===== config.mk =====
export PLATFORM = sky130hd
export DESIGN_NAME = epb_bus_ctrl
export DESIGN_NICKNAME = d
export VERILOG_FILES = /design/src/rtl/epb_bus_ctrl.sv
export SDC_FILE = /design/constraint.sdc
export NUM_CORES = 1
export LEC_CHECK = 0
export ABC_AREA = 1
export BUFFER_PORTS_ARGS = -buffer_cell sky130_fd_sc_hd__buf_4
export CAP_MARGIN = 20
export CORE_MARGIN = 2
export CORE_UTILIZATION = 25
export CTS_CLUSTER_DIAMETER = 100
export DETAILED_ROUTE_END_ITERATION = 8
export GPL_ROUTABILITY_DRIVEN = 0
export GPL_TIMING_DRIVEN = 0
export PLACE_DENSITY = 0.43
export SLEW_MARGIN = 40
export SYNTH_ARGS = -nofsm -noshare
export SYNTH_HDL_FRONTEND = slang
export SYNTH_SLANG_ARGS = --single-unit

===== constraint.sdc =====
create_clock -name epb_clk -period 1.4 [get_ports epb_clk]
set_input_delay 0.42 -clock epb_clk [delete_from_list [all_inputs] [get_ports epb_clk]]
set_output_delay 0.42 -clock epb_clk [all_outputs]
set_load 0.02 [all_outputs]

===== src/rtl/epb_bus_ctrl.sv =====
// epb_bus_ctrl: EPB slave front end that turns chip-select cycles into fabric requests.
// Optional WAIT-state timeout is compiled in when EPB_BUS_TIMEOUT_EN is defined.
module epb_bus_ctrl #(
    parameter int          DATA_WIDTH     = 32,
    parameter int          ADDR_WIDTH     = 24,
    parameter int          BE_WIDTH       = DATA_WIDTH / 8,
    parameter int          TURNAROUND     = 1,
    parameter int          TIMEOUT_CYCLES = 255,
    parameter logic [31:0] TIMEOUT_DATA   = 32'hDEADDEAD
) (
    input  logic                  epb_clk,
    input  logic                  epb_rst_n,
    input  logic                  epb_cs_n,
    input  logic                  epb_oe_n,
    input  logic                  epb_r_w_n,
    input  logic [BE_WIDTH-1:0]   epb_be_n,
    input  logic [ADDR_WIDTH-1:0] epb_addr,
    input  logic [DATA_WIDTH-1:0] epb_data_i,
    output logic [DATA_WIDTH-1:0] epb_data_o,
    output logic                  epb_data_oe_n,
    output logic                  epb_rdy,
    output logic                  bus_req,
    output logic                  bus_rnw,
    output logic [ADDR_WIDTH-1:0] bus_addr,
    output logic [BE_WIDTH-1:0]   bus_be,
    output logic [DATA_WIDTH-1:0] bus_wr_data,
    input  logic                  bus_ack,
    input  logic [DATA_WIDTH-1:0] bus_rd_data,
    output logic                  bus_timeout
);

    typedef enum logic [2:0] {
        S_IDLE,
        S_WAIT,
        S_RESP,
        S_HOLD,
        S_TURN
    } state_t;

    localparam logic [DATA_WIDTH-1:0] TMO_DATA  = DATA_WIDTH'(TIMEOUT_DATA);
    localparam logic [2:0]            TURN_LAST = 3'(TURNAROUND - 1);

    state_t                state_q, state_d;
    logic                  cs_q, cs_prev_q, oe_q, rnw_in_q;
    logic [BE_WIDTH-1:0]   be_n_q;
    logic [ADDR_WIDTH-1:0] addr_in_q;
    logic [DATA_WIDTH-1:0] din_q;
    logic [DATA_WIDTH-1:0] dout_q, dout_d;
    logic                  doe_n_q, doe_n_d;
    logic                  rdy_q, rdy_d;
    logic                  req_q, req_d;
    logic                  rnw_q, rnw_d;
    logic [ADDR_WIDTH-1:0] baddr_q, baddr_d;
    logic [BE_WIDTH-1:0]   bbe_q, bbe_d;
    logic [DATA_WIDTH-1:0] bwd_q, bwd_d;
    logic [2:0]            turn_q, turn_d;

`ifdef EPB_BUS_TIMEOUT_EN
    localparam int             TMO_W    = $clog2(TIMEOUT_CYCLES + 1);
    localparam logic [TMO_W-1:0] TMO_LAST = TMO_W'(TIMEOUT_CYCLES - 1);
    logic [TMO_W-1:0] tmo_q, tmo_d;
    logic             tpulse_q, tpulse_d;
`endif

    always_comb begin
        state_d = state_q;
        dout_d  = dout_q;
        rdy_d   = 1'b0;
        req_d   = 1'b0;
        rnw_d   = rnw_q;
        baddr_d = baddr_q;
        bbe_d   = bbe_q;
        bwd_d   = bwd_q;
        turn_d  = turn_q;
`ifdef EPB_BUS_TIMEOUT_EN
        tmo_d    = tmo_q;
        tpulse_d = 1'b0;
`endif
        unique case (state_q)
            S_IDLE: begin
                if (!cs_q && cs_prev_q) begin
                    state_d = S_WAIT;
                    req_d   = 1'b1;
                    rnw_d   = rnw_in_q;
                    baddr_d = addr_in_q;
                    bbe_d   = ~be_n_q;
                    bwd_d   = din_q;
`ifdef EPB_BUS_TIMEOUT_EN
                    tmo_d   = '0;
`endif
                end
            end
            S_WAIT: begin
                // Host abort outranks a coincident ack.
                if (cs_q) begin
                    state_d = S_TURN;
                    turn_d  = '0;
                end else if (bus_ack) begin
                    state_d = S_RESP;
                    if (rnw_q) dout_d = bus_rd_data;
                end
`ifdef EPB_BUS_TIMEOUT_EN
                else if (tmo_q == TMO_LAST) begin
                    state_d  = S_RESP;
                    tpulse_d = 1'b1;
                    if (rnw_q) dout_d = TMO_DATA;
                end else begin
                    tmo_d = tmo_q + 1'b1;
                end
`endif
            end
            S_RESP: begin
                rdy_d   = 1'b1;
                state_d = S_HOLD;
            end
            S_HOLD: begin
                if (cs_q) begin
                    state_d = S_TURN;
                    turn_d  = '0;
                end
            end
            S_TURN: begin
                if (turn_q == TURN_LAST) state_d = S_IDLE;
                else turn_d = turn_q + 1'b1;
            end
            default: state_d = S_IDLE;
        endcase

        doe_n_d = !(rnw_q && !cs_q && !oe_q &&
                    (state_q == S_RESP || state_q == S_HOLD));
    end

    always_ff @(posedge epb_clk) begin
        if (!epb_rst_n) begin
            state_q   <= S_IDLE;
            cs_q      <= 1'b1;
            cs_prev_q <= 1'b1;
            oe_q      <= 1'b1;
            rnw_in_q  <= 1'b1;
            be_n_q    <= '1;
            addr_in_q <= '0;
            din_q     <= '0;
            dout_q    <= '0;
            doe_n_q   <= 1'b1;
            rdy_q     <= 1'b0;
            req_q     <= 1'b0;
            rnw_q     <= 1'b1;
            baddr_q   <= '0;
            bbe_q     <= '0;
            bwd_q     <= '0;
            turn_q    <= '0;
`ifdef EPB_BUS_TIMEOUT_EN
            tmo_q     <= '0;
            tpulse_q  <= 1'b0;
`endif
        end else begin
            state_q   <= state_d;
            cs_q      <= epb_cs_n;
            cs_prev_q <= cs_q;
            oe_q      <= epb_oe_n;
            rnw_in_q  <= epb_r_w_n;
            be_n_q    <= epb_be_n;
            addr_in_q <= epb_addr;
            din_q     <= epb_data_i;
            dout_q    <= dout_d;
            doe_n_q   <= doe_n_d;
            rdy_q     <= rdy_d;
            req_q     <= req_d;
            rnw_q     <= rnw_d;
            baddr_q   <= baddr_d;
            bbe_q     <= bbe_d;
            bwd_q     <= bwd_d;
            turn_q    <= turn_d;
`ifdef EPB_BUS_TIMEOUT_EN
            tmo_q     <= tmo_d;
            tpulse_q  <= tpulse_d;
`endif
        end
    end

    assign epb_data_o    = dout_q;
    assign epb_data_oe_n = doe_n_q;
    assign epb_rdy       = rdy_q;
    assign bus_req       = req_q;
    assign bus_rnw       = rnw_q;
    assign bus_addr      = baddr_q;
    assign bus_be        = bbe_q;
    assign bus_wr_data   = bwd_q;

`ifdef EPB_BUS_TIMEOUT_EN
    assign bus_timeout = tpulse_q;
`else
    logic unused_tmo;
    assign unused_tmo  = ^{TMO_DATA, 32'(TIMEOUT_CYCLES)};
    assign bus_timeout = 1'b0;
`endif

endmodule


# Word-level counts from Yosys, hierarchy flattened
# Index checks and enable logic that the tools add are counted.
# op_classes
reduce_logical	17
eq_ne	10
n_bitwise	2
n_addsub	1
muxes	11
# ops
op	n
3-bit two-way mux	7
3-bit case mux with 5 select lines	1
2-bit inequality test (second input constant)	4
4-bit AND reduction	2
3-bit by 2-bit == test with 1-bit output (second input constant)	2
3-bit logical NOT	2
3-bit case mux with 2 select lines	1
1-bit logical AND	4
4-bit NOT	1
2-bit AND reduction	2
3-bit by 1-bit adder with 3-bit output (second input constant)	1
3-bit by 1-bit == test with 1-bit output (second input constant)	1
3-bit == test (second input constant)	1
1-bit logical NOT	3
3-bit inequality test (second input constant)	1
3-bit AND reduction	1
1-bit two-way mux	2
2-bit by 1-bit inequality test with 1-bit output (second input constant)	1
2-bit nonzero test	1
2-bit OR reduction	1
1-bit logical OR	1
1-bit NOT	1
# word_totals
regBits	166
out_inout_bits	97
inputBits	98

# Longest topological paths before layout
# Gate-level depths: netlist of the first run.
# logic_depth
word_depth	5
ltp_mapped	8

# Worst setup path before layout of the first run
# Ideal clock, no wire load.
# synth_timing
path_type	register to register
start	register rnw_q (netlist: bus_rnw)
end	register dout_q[10] (netlist: epb_data_o[10])
setup_slack_ns	0.171
stages_incl_launch_ff	7
synth_period_minus_slack_ns	1.229
required_time_ns	1.268
t_arrival_ns	1.097
setup_ns	0.132
path_buffers	1
path_cell_list	dfxtp_1 -> nand2_1 -> nor2_2 -> nand2_1 -> buf_2 -> nand2_1 -> a21oi_1
# synth_via
elab_chain_cells	1
# synth_lines
item	line_no	rtl
start, declared	52	logic rnw_q, rnw_d;
start signal, assigned	169	rnw_q <= rnw_d;
4-bit AND reduction (no source line)	n/a	
end signal, assigned	165	dout_q <= dout_d;
end, declared	48	logic [DATA_WIDTH-1:0] dout_q, dout_d;
# Every way passes these cells.
# A chain may end at the register's enable or synchronous reset.

# Worst setup path in the final report of the first run
# layout_timing
start	register state_q[0]
end	register baddr_q[17] (netlist: bus_addr[17])
# layout_via
elab_chain_cells	2
# layout_lines
item	line_no	rtl
start, declared	43	state_t state_q, state_d;
start signal, assigned	157	state_q <= state_d;
3-bit logical NOT	79	unique case (state_q)
2-bit AND reduction (no source line)	n/a	
end signal, assigned	170	baddr_q <= baddr_d;
end, declared	53	logic [ADDR_WIDTH-1:0] baddr_q, baddr_d;
# Every way passes these cells.

==> summary.txt, run 1 <==
Synth
  – Distinct cells, synth: 20
  – Yosys reg bits: 166
  – Synthesized net count: 766
  – Synthesized netlist cell count: 666
  – Syn Std Cell Area: 5540 µm²
  – Top cells by area, synth: dfxtp_1, nor2_1, nand2_1
  – Mapped Avg Cell Area: 8.31 µm²
  – Sequential cell area fraction in the yosys report: 0.600
  – Post-synth top area cell: dfxtp_1
  – Synth warn: 0
  – Yosys top cell area share: 0.600

Worst setup path
  – Critical path origin: state_q[0]$_SDFFE_PN0P_
  – CP startpoint kind: flip-flop
  – Critical Path End: bus_addr[17]$_SDFFE_PN0P_
  – Crit Path Category: flip-flop to flip-flop
  – FF-to-FF End: bus_addr[17]$_SDFFE_PN0P_
  – Reg2reg path depth: 8
  – Reg-to-reg slack, setup: 20 ps
  – Worst Path Arrival: 1690 ps
  – Worst R2R Start: state_q[0]$_SDFFE_PN0P_
  – Req. time, crit path: 1710 ps
  – Crit end category: flip-flop
  – Crit Path Max Fanout: 10

Run status
  – Outcome: finished clean

Cells and area
  – Fraction of layout instances using a drive strength above 1: 0.349
  – Footprint of the multi-input gates: 1810 µm²
  – P&R area growth vs syn: 48.2%
  – ANT cells: 0
  – Nets@finish: 988
  – Number of fill cells: 2314
  – FF/Latch Area: 3340 µm²

Placement
  – Post-detail-place hpwl: 11000 µm
  – Dpl ws: -484 ps
  – IO buf count: 193

Global route
  – Global-route wire length before repair: 25400 µm
  – Tot GR Track Use: 0.138
  – Vias in the first global route: 4638
  – Pin count of the biggest net entering global routing: 17
  – Initial antenna violation count: 0
  – GRT overflow: 0

Clocking
  – Clock Latency Late Sink: 420 ps
  – Hold Buf Count CTS: 0
  – CTS root buffer: clkbuf_16
  – Clock-pin slew on the worst setup and hold paths: 70 ps
  – Clock buffer depth: 2
  – TritonCTS Buffers: 17
  – CTS tree: built
  – Sink Count: 166
  – H-tree depth: 4

Floorplanning
  – Die H: 153 µm
  – Die width: 153 µm
  – Core area: 21800 µm²
  – Initial core utilization: 0.254
  – Std-Cell Rows: 54
  – Die ar.: 23300 µm²
  – I/O pin cnt: 195

Routing
  – Pre-antenna DRT Iters: 4
  – Via count: 4778
  – Final routed DRC violation total: 0
  – DR vias/cell: 4.05
  – DRT iter0 DRCs: 185
  – Wire per inst: 13.3 µm
  – Routed wire length: 15700 µm
  – Routed Antenna Nets: 0

Power and ir drop
  – Cell Pwr Density: 1660 nW/µm²
  – Pleak: 4.08 nW
  – Peak supply drop: 779 µV

STA
  – RSZ-0062 raised after global routing: yes
  – Setup TNS: 0 ps
  – Worst slew margin: 0.652
  – Final Max Slew Viols: 0
  – Setup-failing EPs final: 0
  – Slew @ Worst Pin: 521 ps
  – Final period utilization: 0.984
  – Post-route setup slack: 21.8 ps
  – Worst Skew: 10.3 ps
  – Final hold vios: 0
  – Final min period: 1380 ps
  – Max Fclk: 726 MHz

Min path
  – Class of the worst hold path: primary input to flip-flop

Job
  – Maxcap violations: 0
## how the worst min path moves through the flow
stage / startpoint / to / depth (start not counted) / slack, ps
after floorplan: be_n_q[0]$_SDFF_PN1_ / bus_be[0]$_SDFFE_PN0P_ / 1 / 380
after global placement: be_n_q[3]$_SDFF_PN1_ / bus_be[3]$_SDFFE_PN0P_ / 1 / 390
after detailed placement: be_n_q[3]$_SDFF_PN1_ / bus_be[3]$_SDFFE_PN0P_ / 1 / 390
after CTS: epb_addr[22] / addr_in_q[22]$_SDFF_PN0_ / 3 / 160
after global routing: epb_cs_n / cs_q$_SDFF_PN1_ / 2 / 160
final: epb_addr[20] / addr_in_q[20]$_SDFF_PN0_ / 3 / 170
## power breakdown
part	internal, mW	switching (mW)
combinational	1.51	1.94
clock	2.52	2.01
sequential	5.30	0.301
## worst max-delay path, stage by stage (launching register included)
cell and delay (ps):
dfxtp_4 360, nor2_4 130, nand2_2 70, nor2_4 200, inv_4 80, buf_12 150, buf_12 140, nor2_1 80
nor2_1 50
## timing repair
action / 4_1_cts / 5_1_grt
pin swaps: 2 / 9
gates resized for setup: 4 / 83
endpoints found under the setup margin: 48 / 97
setup buffers: 1 / 9
gates cloned: 0 / 1
## state kept, by name (all words and copies together) (netlist names), 3 cells and up
register and cells:
state_q 3, addr_in_q 24, be_n_q 4, bus_addr 24
bus_be 4, din_q 32, epb_data_o 32, bus_wr_data 32
turn_q 3
## placed cells by master, fill, tap and decap left out, types with 2 or more instances in the layout
cell	count
nor2_2	13
clkinv_2	2
o21ai_2	2
nor2_1	107
o21ai_1	16
inv_4	2
dfxtp_4	2
o21ai_0	42
buf_2	11
nand2_2	5
clkbuf_1	11
dfxtp_1	156
clkinvlp_4	4
a21oi_1	39
inv_2	2
nand3_1	41
nor2_4	7
buf_8	2
buf_12	5
or2_2	7
nand2_1	108
buf_4	206
ha_1	2
clkbuf_16	18
inv_1	63
dfxtp_2	8
inv_6	5
buf_6	8
## layer usage
metal,vias up,routed length (µm),global-route usage
li1,2510,-,-
met4,0,180,0.0410
met3,10,819,0.0421
met2,108,7400,0.223
met5,-,0,0
met1,2150,7350,0.177
## metrics by stage
step	std cells	power [mW]	hold slack, ps	utilization	area, µm²
floorplan	666	7.41	383	-	5540
global route	1181	14.4	158	0.377	8200
finish	1181	13.6	175	0.377	8200
detailed placement	1139	8.73	392	0.337	7330
global placement	1139	8.74	388	0.337	7330
CTS	1171	13.4	157	0.364	7930
## layout make-up
cell class | instances | share of cell area
Multi-Input combinational cell | 393 | 0.220
Buffer | 39 | 0.0384
Sequential cell | 166 | 0.407
Clock inverter | 13 | 0.0149
Clock buffer | 19 | 0.0540
Inverter | 67 | 0.0313
Timing Repair Buffer | 204 | 0.191
Tap cell | 280 | 0.0427
## cell families after synthesis
group	Yosys count	synth area share
AOI/OAI and AO/OA	99	0.0895
buffers and inverters	107	0.0895
and+or+nand+nor	291	0.215
other	1	0.000677
DFF	166	0.600
adders and majority gates	2	0.00452
## synthesized netlist by cell type
library cell  instances
buf_2                18
nor2_1              123
nand2_2               1
conb_1                1
or2_2                 7
ha_1                  2
nand3_1              42
nor2_2                1
nor4_1                1
nand2_1             113
dfxtp_1             166
buf_4                 1
nor2_4                3
o21ai_0              53
inv_2                 3
buf_6                 9
o21ai_1               7
clkbuf_1             12
a21oi_1              39
inv_1                64
(Power assumes the default switching activity.)
==> inputs of run 2 (changes only) <==
- CORE_ASPECT_RATIO: not set -> 2
==> run 2 against run 1 <==
Register-to-register slack gained 80 ps. Global-route usage rose by 1.3 points. Final cell count is 0.51% lower. Die area increased by 0.31%. Critical path type is now flip-flop to primary output. Critical endpoint is now epb_data_o[31].
==> summary.txt, run 2 (synthesized netlist as in run 1, its figures left out) <==
STA
  – RSZ-0062 raised after global routing: yes
  – Setup-failing EPs final: 0
  – Worst slew margin: 0.613
  – Worst Skew: 10.5 ps
  – Final period utilization: 0.972
  – Setup TNS: 0 ps
  – Max Fclk: 735 MHz
  – Final Max Slew Viols: 0
  – Final hold vios: 0
  – Slew @ Worst Pin: 581 ps
  – Final min period: 1360 ps

Cells and area
  – ANT cells: 0
  – Design Area, Final: 8120 µm²
  – Most common cell after layout, fill and taps aside: buf_4
  – FF/Latch Area: 3350 µm²
  – Fin util: 0.370
  – Footprint of the multi-input gates: 1750 µm²
  – Number of fill cells: 2378
  – Nets@finish: 986
  – Commonest cells after routing, fill and taps aside: buf_4, dfxtp_1, nor2_1, nand2_1, inv_1
  – P&R area growth vs syn: 46.8%
  – Fraction of layout instances using a drive strength above 1: 0.344
  – Final non-filler cell total: 1175

Job
  – Maxcap violations: 0

Global route
  – Global-route wire length before repair: 26100 µm
  – Grt peak-use layer: met2
  – Initial antenna violation count: 0
  – Vias in the first global route: 4810
  – Pin count of the biggest net entering global routing: 17
  – Met2 layer usage reported by global route: 0.283
  – Met3 Usage GRT: 0.0444
  – Tot GR Track Use: 0.151
  – Met1 GRT Util: 0.148
  – GRT overflow: 0

Worst setup path
  – CP max stage cell: dfxtp_1
  – CP delay by family, top: flip-flops
  – Max incr delay on CP: 350 ps
  – Crit Path Max Fanout: 2
  – Crit end category: primary output
  – CP cell instances: buf_4
  – Req. time, crit path: 980 ps
  – Crit Path Category: flip-flop to primary output
  – Worst Path Arrival: 940 ps
  – CP startpoint kind: flip-flop
  – CP bufs+invs: 1

Placement
  – Cells after DPL: 1135
  – Post-DP Area: 7330 µm²
  – IO buf count: 193
  – Post-detail-place hpwl: 12600 µm

Routing
  – Wire per inst: 14.5 µm
  – DRT iter0 DRCs: 127
  – Via count: 4827
  – Pre-antenna DRT Iters: 4
  – DR vias/cell: 4.11
  – Routed Antenna Nets: 0
  – Final routed DRC violation total: 0
  – Routed wire length: 17000 µm

Clocking
  – Clock buffer depth: 2
  – CTS root buffer: clkbuf_16
  – Hold Buf Count CTS: 0
  – TritonCTS Buffers: 17
  – Clock-pin slew on the worst setup and hold paths: 70 ps
  – Clock Latency Late Sink: 440 ps
  – CTS tree: built
  – H-tree depth: 4
  – Sink Count: 166

Floorplanning
  – Die H: 214 µm
  – Core area: 22000 µm²
  – Die width: 109 µm
  – Std-Cell Rows: 77
  – I/O pin cnt: 195
  – Initial core utilization: 0.252
  – Die ar.: 23400 µm²

Min path
  – Class of the worst hold path: primary input to flip-flop

Power and ir drop
  – Peak supply drop: 857 µV
  – Cell Pwr Density: 1680 nW/µm²
  – Sw Ratio: 0.305
  – Flop pwr share: 0.411
  – Comb power frac: 0.242
  – Psw: 4.16 mW
  – Pleak: 4.08 nW
  – P_int: 9.49 mW
  – Total chip power: 13.7 mW
  – Clock Power Share: 0.348

Run status
  – Outcome: finished clean
==> run 2: cell types whose count changed in the layout (fill, tap and decap cells not counted), moves of 3 or more <==
cell      change
dfxtp_2      +11
nor2_4        -3
dfxtp_1      -11
clkbuf_4      +3
o21ai_0      +11
o21ai_1       -9
nor2_2        -8
nor2_1       +11
buf_4         -7
buf_6         +8
buf_12        -4
inv_6         -4
==> run 2: what timing repair did <==
| item | 4_1_cts | 5_1_grt |
|---|---|---|
| pin swaps | 1 | 5 |
| setup buffers | 0 | 8 |
| setup endpoints to repair | 72 | 95 |
| gates cloned | 0 | 0 |
| gates resized for setup | 19 | 40 |
==> run 2: final timing paths <==
| path | from | endpoint | slack (ps) | cells past startpoint |
|---|---|---|---|---|
| worst min-delay path | epb_oe_n | oe_q$_SDFF_PN1_ | 160 | 2 |
| worst max-delay path | epb_data_o[31]$_SDFFE_PN0P_ | epb_data_o[31] | 40 | 1 |
| worst min register to register | be_n_q[3]$_SDFF_PN1_ | bus_be[3]$_SDFFE_PN0P_ | 400 | 1 |
| worst max register to register | state_q[2]$_SDFFE_PN0P_ | bus_addr[8]$_SDFFE_PN0P_ | 100 | 8 |
==> run 2: through the flow <==
stage | hold slack, ps | setup slack, ps
finish | 157 | 38.7
global route | 137 | -17.0
CTS | 123 | 1.45
detailed placement | 392 | -445
global placement | 387 | -423
floorplan | 383 | 171
==> run 2: layout make-up <==
cell class	count	share of cell area
Buffer	40	0.0350
Clock buffer	21	0.0579
Clock inverter	11	0.0152
Inverter	67	0.0310
Multi-Input combinational cell	393	0.216
Sequential cell	166	0.413
Tap cell	276	0.0425
Timing Repair Buffer	201	0.190
==> run 2: routing by layer <==
| layer | routed length (µm) | up-vias |
|---|---|---|
| li1 | - | 2500 |
| met1 | 6100 | 2182 |
| met2 | 9690 | 122 |
| met3 | 830 | 23 |
| met4 | 389 | 0 |
| met5 | 0 | - |
==> run 2: power by group through the flow <==
stage | clock network, mW | logic (mW) | registers (mW)
after global placement | 0 | 3.08 | 5.68
after floorplan | 0 | 1.30 | 6.11
after detailed placement | 0 | 3.09 | 5.68
after global routing | 5.10 | 3.64 | 5.67
after CTS | 4.93 | 3.12 | 5.59
final | 4.75 | 3.30 | 5.61
==> inputs of run 3 (changes only) <==
- ABC_AREA: 1 -> not set
- CORE_UTILIZATION: 25 -> 50
- PLACE_DENSITY: 0.43 -> 0.77
==> run 3 against run 2 <==
The flow now finishes with violations (setup timing). Power decreased by 17%. Clock skew increased by 2.8 ps. Sequential share of layout area decreased by 0.79 points. Via count increased by 8.6%. Cell area increased by 1.4%. Register-to-register slack got worse by 90 ps. Critical endpoint is now bus_wr_data[27].
==> summary.txt, run 3 <==
Routing
  – Via count: 5242
  – Wire per inst: 16.9 µm
  – DR vias/cell: 5.37
  – Routed Antenna Nets: 0
  – DRT iter0 DRCs: 233
  – Pre-antenna DRT Iters: 5
  – Routed wire length: 16500 µm
  – Final routed DRC violation total: 0

STA
  – Setup-failing EPs final: 1
  – Max Fclk: 712 MHz
  – Slew @ Worst Pin: 595 ps
  – Final Max Slew Viols: 0
  – Final hold vios: 0
  – Worst slew margin: 0.603
  – Final period utilization: 1.00
  – Final min period: 1400 ps
  – Post-route setup slack: -4.35 ps
  – RSZ-0062 raised after global routing: yes
  – Worst Skew: 13.3 ps

Synth
  – Distinct cells, synth: 39
  – Main combinational cell family by area after synthesis: simple AND/OR/NAND/NOR gates
  – Sequential cell area fraction in the yosys report: 0.580
  – Synthesized netlist cell count: 611
  – Mux cell area share after synthesis: 0.00175
  – Top-count cell post-synth: dfxtp_1
  – XOR/XNOR share of the synthesized area: 0
  – Mapped Avg Cell Area: 9.37 µm²
  – Adder-cell share of the synthesized area: 0.00437
  – Post-synthesis async set-or-reset flop share: 0
  – Top cells by area, synth: dfxtp_1, a21oi_1, nand3_1
  – Number of synthesized flops with an enable pin: 0
  – Post-synth top area cell: dfxtp_1
  – Synth warn: 0
  – Syn Std Cell Area: 5730 µm²
  – Yosys reg bits: 166
  – Top cells by count, synth: dfxtp_1, a21oi_1, nand3_1
  – Simple-gate share of the synthesized area: 0.185
  – Synthesized net count: 711
  – Dominant synthesized flop cell: dfxtp_1
  – Yosys top cell area share: 0.580
  – Complex-gate fraction of the synthesized area: 0.174

Floorplanning
  – Die width: 79.7 µm
  – Std-Cell Rows: 55
  – Die ar.: 12400 µm²
  – Core area: 11200 µm²
  – Die H: 155 µm
  – I/O pin cnt: 195
  – Initial core utilization: 0.511

Global route
  – Initial antenna violation count: 0
  – Tot GR Track Use: 0.264
  – Vias in the first global route: 5289
  – Pin count of the biggest net entering global routing: 17
  – GRT overflow: 0
  – Global-route wire length before repair: 25100 µm

Cells and area
  – P&R area growth vs syn: 43.8%
  – ANT cells: 0
  – Final non-filler cell total: 977
  – Most common cell after layout, fill and taps aside: buf_4
  – Footprint of the multi-input gates: 2210 µm²
  – Commonest cells after routing, fill and taps aside: buf_4, dfxtp_1, nand3_1, a21oi_1, and2_1
  – Fraction of layout instances using a drive strength above 1: 0.370
  – Nets@finish: 923
  – FF/Latch Area: 3340 µm²
  – Design Area, Final: 8240 µm²
  – Number of fill cells: 835

Power and ir drop
  – Total chip power: 11.3 mW
  – Peak supply drop: 1170 µV
  – Cell Pwr Density: 1370 nW/µm²
  – Pleak: 3.40 nW

Clocking
  – TritonCTS Buffers: 17
  – Clock-pin slew on the worst setup and hold paths: 60 ps
  – H-tree depth: 4
  – Clock buffer depth: 2
  – CTS tree: built
  – CTS root buffer: clkbuf_16
  – Clock Latency Late Sink: 420 ps
  – Sink Count: 166
  – Hold Buf Count CTS: 0

Job
  – Maxcap violations: 0

Worst setup path
  – Max incr delay on CP: 400 ps
  – Worst R2R Start: state_q[1]$_SDFFE_PN0P_
  – CP bufs+invs: 1
  – CP max stage cell: dfxtp_1
  – CP cell instances: buf_4
  – Req. time, crit path: 980 ps
  – Crit Path Max Fanout: 2
  – Crit end category: primary output
  – Worst Path Arrival: 980 ps
  – CP delay by family, top: flip-flops
  – Critical path origin: bus_wr_data[27]$_SDFFE_PN0P_
  – CP startpoint kind: flip-flop
  – Crit Path Category: flip-flop to primary output

Placement
  – IO buf count: 192
  – Cells after DPL: 945
  – Post-DP Area: 7350 µm²
  – Post-detail-place hpwl: 12000 µm

Run status
  – Outcome: finished with violations
  – Violated checks: setup timing

Min path
  – Min-delay src: epb_cs_n
  – Class of the worst hold path: primary input to flip-flop
-- run 3: cells by family after synthesis --
family,count (synthesis)
AO/OA/AOI/OAI,192
adder cells (fa/ha/maj),2
buffers and inverters,65
flip-flops,166
multiplexers,1
other,1
AND/OR/NAND/NOR,184
-- run 3: metal layers --
layer / GRT usage / part of all wire
met1: 0.233 / 0.33
met2: 0.541 / 0.60
met3: 0.0545 / 0.043
met4: 0.111 / 0.030
met5: 0 / 0
-- run 3: per-stage QoR --
stage / util / worst slack, ps / setup TNS (ps) / hold WS (ps)
2_1_floorplan: - / 60.5 / 0 / 391
3_3_place_gp: 0.655 / -347 / -17170 / 397
3_5_place_dp: 0.655 / -403 / -21150 / 408
4_1_cts: 0.722 / -44.5 / -720 / 178
5_1_grt: 0.734 / -51.6 / -755 / 185
6_report: 0.734 / -4.35 / -4.35 / 184
-- run 3: final timing paths --
check                            endpoint  slack [ps]  cells after the start
max reg2reg  bus_wr_data[27]$_SDFFE_PN0P_          10                      5
max                       bus_wr_data[27]          -4                      1
min                       cs_q$_SDFF_PN1_         180                      2
min reg2reg        bus_be[3]$_SDFFE_PN0P_         420                      1
-- run 3: timing repair --
action,CTS,global route
pin swaps,1,1
setup endpoints to repair,94,98
gates cloned,0,0
endpoints found under the hold margin,0,0
gates resized for setup,87,69
setup buffers,2,0
-- run 3: area by class of cell --
class	count	share of cell area
Clock buffer	22	0.0588
Inverter	3	0.00137
Sequential cell	166	0.405
Buffer	61	0.0515
Tap cell	142	0.0216
Clock inverter	9	0.0170
Multi-Input combinational cell	380	0.268
Timing Repair Buffer	194	0.177
-- run 3: report_power, final --
group | switching (mW) | internal, mW | total [mW]
registers | 0.0942 | 4.91 | 5.01
clock network | 1.83 | 3.01 | 4.84
logic | 0.811 | 0.634 | 1.44
